## config.mk

```make
export PLATFORM = sky130hd
export DESIGN_NAME = gcd_unit
export DESIGN_NICKNAME = d
export VERILOG_FILES = /design/src/rtl/gcd_unit.sv
export SDC_FILE = /design/constraint.sdc
export NUM_CORES = 1
export LEC_CHECK = 0
export CAP_MARGIN = 20
export CORE_MARGIN = 10
export CORE_UTILIZATION = 60
export CTS_CLUSTER_SIZE = 8
export DETAILED_ROUTE_END_ITERATION = 6
export HOLD_SLACK_MARGIN = 0.12
export PLACE_DENSITY_LB_ADDON = 0.1
export SLEW_MARGIN = 30
export SYNTH_ARGS = -nofsm -noshare
export SYNTH_HDL_FRONTEND = slang
export SYNTH_SLANG_ARGS = --single-unit
```

## constraint.sdc

```tcl
create_clock -name clock -period 8.2 [get_ports clock]
set_input_delay 1.64 -clock clock [delete_from_list [all_inputs] [get_ports clock]]
set_output_delay 1.64 -clock clock [all_outputs]
set_load 0.02 [all_outputs]
```

## src/rtl/gcd_unit.sv

```systemverilog
// gcd_unit: subtractive-Euclid GCD engine with valid/ready operand and result handshakes.
// One operation in flight; IDLE accepts, CALC does one compare/subtract per clock, DONE holds the result.
// Optional build macro GCD_CYCLE_COUNT_EN adds a 'cycles' output reporting CALC cycles used.
module gcd_unit #(
  parameter int unsigned WIDTH = 16
) (
  input  logic             clock,
  input  logic             reset,
  input  logic             in_valid,
  output logic             in_ready,
  input  logic [WIDTH-1:0] a_in,
  input  logic [WIDTH-1:0] b_in,
  output logic             out_valid,
  input  logic             out_ready,
  output logic [WIDTH-1:0] result,
  output logic             busy
`ifdef GCD_CYCLE_COUNT_EN
  ,
  output logic [WIDTH:0]   cycles
`endif
);

  localparam int unsigned CNT_W = WIDTH + 1;

  typedef enum logic [1:0] {
    S_IDLE = 2'd0,
    S_CALC = 2'd1,
    S_DONE = 2'd2
  } state_t;

  state_t           r_state;
  logic [WIDTH-1:0] r_a;
  logic [WIDTH-1:0] r_b;
  logic [WIDTH-1:0] r_result;

  logic w_any_zero;
  logic w_equal;
  logic w_a_gt_b;

  // Step decisions for the current operand pair
  assign w_any_zero = (r_a == '0) || (r_b == '0);
  assign w_equal    = (r_a == r_b);
  assign w_a_gt_b   = (r_a > r_b);

  // Handshake and status flags decode straight from the state register
  assign in_ready  = (r_state == S_IDLE);
  assign busy      = (r_state == S_CALC);
  assign out_valid = (r_state == S_DONE);
  assign result    = r_result;

  // Controller and datapath: accept, iterate larger-minus-smaller, hold result until taken
  always_ff @(posedge clock or posedge reset) begin
    if (reset) begin
      r_state  <= S_IDLE;
      r_a      <= '0;
      r_b      <= '0;
      r_result <= '0;
    end else begin
      case (r_state)
        S_IDLE: begin
          if (in_valid) begin
            r_a     <= a_in;
            r_b     <= b_in;
            r_state <= S_CALC;
          end
        end
        S_CALC: begin
          if (w_any_zero) begin
            r_result <= r_a | r_b;
            r_state  <= S_DONE;
          end else if (w_equal) begin
            r_result <= r_a;
            r_state  <= S_DONE;
          end else if (w_a_gt_b) begin
            r_a <= r_a - r_b;
          end else begin
            r_b <= r_b - r_a;
          end
        end
        S_DONE: begin
          if (out_ready) begin
            r_state <= S_IDLE;
          end
        end
        default: begin
          r_state <= S_IDLE;
        end
      endcase
    end
  end

`ifdef GCD_CYCLE_COUNT_EN
  logic [CNT_W-1:0] r_cycles;

  assign cycles = r_cycles;

  // Cleared on accept, counts every CALC cycle, then holds through DONE and IDLE
  always_ff @(posedge clock or posedge reset) begin
    if (reset) begin
      r_cycles <= '0;
    end else if ((r_state == S_IDLE) && in_valid) begin
      r_cycles <= '0;
    end else if (r_state == S_CALC) begin
      r_cycles <= r_cycles + CNT_W'(1);
    end
  end
`endif

endmodule

```

# == Yosys cells after proc, flatten, opt, wreduce, memory -nomap -nowiden ==
# Cells that the tools add are included.
# totals
reg_bits,50
output_inout_bits,19
# classes
addsub,2
n_lt_le_gt_ge,1
eq_ne,10
muxes,17
bitwise_logic,1
n_reduce_logical,10
# ops
op,count
16-bit 2-to-1 mux,10
16-bit one-hot mux with 2 select lines,2
16-bit zero test,2
16-bit subtractor,2
16-bit == test,1
16-bit > comparator,1
16-bit bitwise OR,1
5-bit AND reduction,2
2-bit 2-to-1 mux,4
"2-bit != test, second input constant",4
2-bit one-hot mux with 3 select lines,1
"2-bit by 1-bit != test with 1-bit output, second input constant",2
2-bit nonzero test,2
"3-bit by 1-bit != test with 1-bit output, second input constant",1
3-bit AND reduction,1
"2-bit by 1-bit == test with 1-bit output, second input constant",1
"2-bit == test, second input constant",1
2-bit zero test,1
2-bit AND reduction,1
1-bit logical OR,1

# == Longest topological paths before layout ==
# depth
word_depth,5
depth_mapped,11
ltp_nobuf,10

# == Least setup slack after synthesis ==
# Ideal clock, no wire load.
# synth_path
path_type,register to output
from,register r_state[1]
to,output port busy
arrival_time_ns,1.293
required_ns,6.560
slack_ns,5.267
path_stages_with_launch,5
n_path_buf,2
path_cell_list,dfrtp_1 -> nand2b_1 -> inv_1 -> clkbuf_1 -> clkbuf_1
# synth_via
elab_chain_cells,1
# synth_rtl
item,line,rtl
from (decl),31,state_t r_state;
from (signal assigned),54,r_state <= S_IDLE;
from (signal assigned),64,r_state <= S_CALC;
from (signal assigned),70,r_state <= S_DONE;
2-bit by 1-bit == test with 1-bit output,47,assign busy = (r_state == S_CALC);
to (decl),16,output logic busy
# No other way between the ends.

# == Worst setup path in the final report ==
# Ends and elaborated chain as after synthesis.

==> metrics.txt <==
status completed; Final Cycle Share 43.0%; vias in the first global route 3733; Tmin final 3520 ps; slowest stage cell on the critical path clkdlybuf4s50_1; Max FO, Critical Path 47; Min-Delay Path Class register to register; pin slew with the least headroom to its limit 909 ps; initial antenna violation count 0; core box area 0.00683 sq mm; Die Width 104 um; cells along the critical path nand2b_1 -> buf_4 -> inv_1 -> clkdlybuf4s50_1; Slew Viols, Final 0; FF-to-FF End r_a[13]; PortBufs 54; post-cts sizing count 0; clock tree from TritonCTS yes; depth of the worst register-to-register path 6; num ports 55; post-synthesis sequential area ratio 29.7%; max_slew headroom 39.2%; # rows 30; unrepaired setup endpoints after global routing false; Yosys Warn Count 0; Synth Flop Type dfrtp_1; Worst Setup EP busy; family with the most delay on the worst path buffers and inverters; Die Span Y 104 um; clock latency of the later-clocked register in the worst-skew pair 310 ps; vias per cell 5.89; Yosys cell types 62; layout cells sized above 1 5.37%; hold_buf cts 0; Layout area overhead 14.9%; setup bufs post-CTS 0; FMAX 284 MHz; CP Depth 4; largest net degree at the start of global routing 51; deepest clock path buffer count 2; grt ovf 0; CTS H-tree depth 2; final net count 643; Async S/R FF share, synth 100%; WS Path Type register to primary output; CP Launch Type register; Worst Setup End Kind primary output; DRC Markers 0; antenna viol nets, final 0; Worst Clk Skew 4.84 ps; global placer's final weighted congestion 0.938; # setup viols final 0; final core utilization 71.0%; first-pass GRT wire length 18700 um; Clock Root Buffer clkbuf_8; Post-Synthesis Cells 524; r2r setup slk 4890 ps; max cap viols 0; Sum Neg Setup Slack 0 ps; crit-path max cell delay 560 ps; mean area per synthesized cell 8.05 sq um; Yosys reg bits 50; final hold violations 0; Mapped Area 0.00422 sq mm; worst reg2reg startpoint r_b[0]; Num Clock Sinks 50; EDFF count, synth 0; Detailed Route Iter0 Violations 362; CTS buffer count 5; routed len/inst 17.4 um; Post-Syn Nets 609; Reg clk slew, reported paths 90 ps; Initial Util 61.7%; first-pass detailed-route iteration total 5; vias 3857; total global-route track usage 20.5%; ANT cells 0; Worst Setup SP r_state[1]; # fillers 594; CP arrival 1880 ps; WL final 11400 um; CP bufs+invs 3; worst endpoint required time 6560 ps; post-detail-place hpwl 8710 um; die area 0.0108 sq mm
## worst min path at each step
stage / cells after the start / start / endpoint
floorplan: 2 / r_a[10] / r_a[10]
global placement: 2 / result[10] / result[10]
detailed placement: 2 / result[15] / result[15]
CTS: 2 / result[15] / result[15]
global route: 2 / result[5] / result[5]
finish: 2 / result[7] / result[7]
## synthesized netlist by cell type, types with 3 or more instances
cell | instances | area [sq um]
a211oi_1 | 3 | 22.5
a21o_1 | 4 | 30.0
a21oi_1 | 26 | 130
a221oi_1 | 3 | 26.3
a31oi_1 | 6 | 37.5
a31oi_2 | 3 | 37.5
and2_1 | 4 | 25.0
buf_2 | 7 | 35.0
buf_4 | 4 | 30.0
clkbuf_1 | 14 | 52.6
dfrtp_1 | 50 | 1250
ha_1 | 47 | 588
inv_1 | 51 | 191
mux2_2 | 5 | 56.3
mux2i_1 | 4 | 40.0
nand2_1 | 69 | 259
nand2b_1 | 3 | 18.8
nand3_1 | 4 | 20.0
nand4_1 | 3 | 18.8
nor2_1 | 37 | 139
nor2b_1 | 8 | 50.1
nor3_1 | 8 | 40.0
nor4_1 | 16 | 100
o211ai_1 | 4 | 30.0
o21ai_0 | 67 | 335
o21bai_1 | 3 | 22.5
o31ai_1 | 4 | 30.0
or3_1 | 3 | 18.8
xnor2_1 | 21 | 184
## layout by cell type, fill, tap and decap left out, types with 3 or more instances in the layout
master           netlist  layout
a21oi_1               26      26
nor2b_1                8       8
mux2_2                 5       5
a221oi_1               3       3
o21ai_0               67      67
xnor2_1               21      21
clkbuf_8               0       5
nand2b_1               3       3
nand2_1               69      69
a21o_1                 4       4
nor3_1                 8       8
a211oi_1               3       3
and2_1                 4       4
mux2i_1                4       4
a31oi_1                6       6
dfrtp_1               50      50
nand4_1                3       3
nand3_1                4       4
ha_1                  47      47
or3_1                  3       3
clkdlybuf4s50_1        0      54
nor4_1                16      16
o21bai_1               3       3
o211ai_1               4       4
inv_1                 51      50
o31ai_1                4       4
nor2_1                37      37
## worst min-delay path, stage by stage (launching register included)
cell and delay, ps:
dfrtp_1 350, nand2_1 40, o21ai_0 60
## flip-flops by register name, summed over array words and instances, names as in the netlist
register,cells
r_a,16
r_b,16
result,16
r_state,2
## metrics by stage
stage                     worst slack, ps  hold slack [ps]  area, sq um  instances
after detailed placement             4580              470         4760        647
after global routing                 4550              510         4850        655
after floorplan                      5270              512         4220        524
after global placement               4610              462         4750        647
final                                4680              486         4850        655
after CTS                            4680              492         4850        655
## kinds of logic (layout without fill, tap and decap cells)
| family | after synthesis | count (layout) | synth area share (%) |
|---|---|---|---|
| multiplexers | 10 | 10 | 2.64 |
| flip-flops | 50 | 50 | 29.7 |
| AO/OA/AOI/OAI | 145 | 145 | 21.4 |
| XOR/XNOR | 23 | 23 | 4.78 |
| adder cells (fa/ha/maj) | 49 | 49 | 14.9 |
| AND/OR/NAND/NOR | 166 | 166 | 18.5 |
| buffers and inverters | 81 | 116 | 8.13 |
## final cells by class
| class | instances | area, sq um | share of cell area (%) |
|---|---|---|---|
| Clock buffer | 5 | 68.8 | 1.42 |
| Clock inverter | 3 | 21.3 | 0.439 |
| Inverter | 52 | 198 | 4.08 |
| Multi-Input combinational cell | 393 | 2630 | 54.3 |
| Sequential cell | 50 | 1250 | 25.8 |
| Tap cell | 96 | 120 | 2.48 |
| Timing Repair Buffer | 56 | 556 | 11.5 |
## metal layers
| metal | part of all wire [%] | track usage (%) | vias to the layer above | wire, um |
|---|---|---|---|---|
| met5 | 0 | 0 | - | 0 |
| met4 | 1.8 | 5.86 | 0 | 204 |
| met3 | 7.7 | 4.46 | 19 | 882 |
| met2 | 43 | 30.5 | 178 | 4890 |
| met1 | 47 | 28.9 | 1796 | 5410 |
| li1 | - | - | 1864 | - |
Power is left out: the tool's default activity adds up to more than one toggle a clock period on the data nets, which glitch-free logic cannot reach.
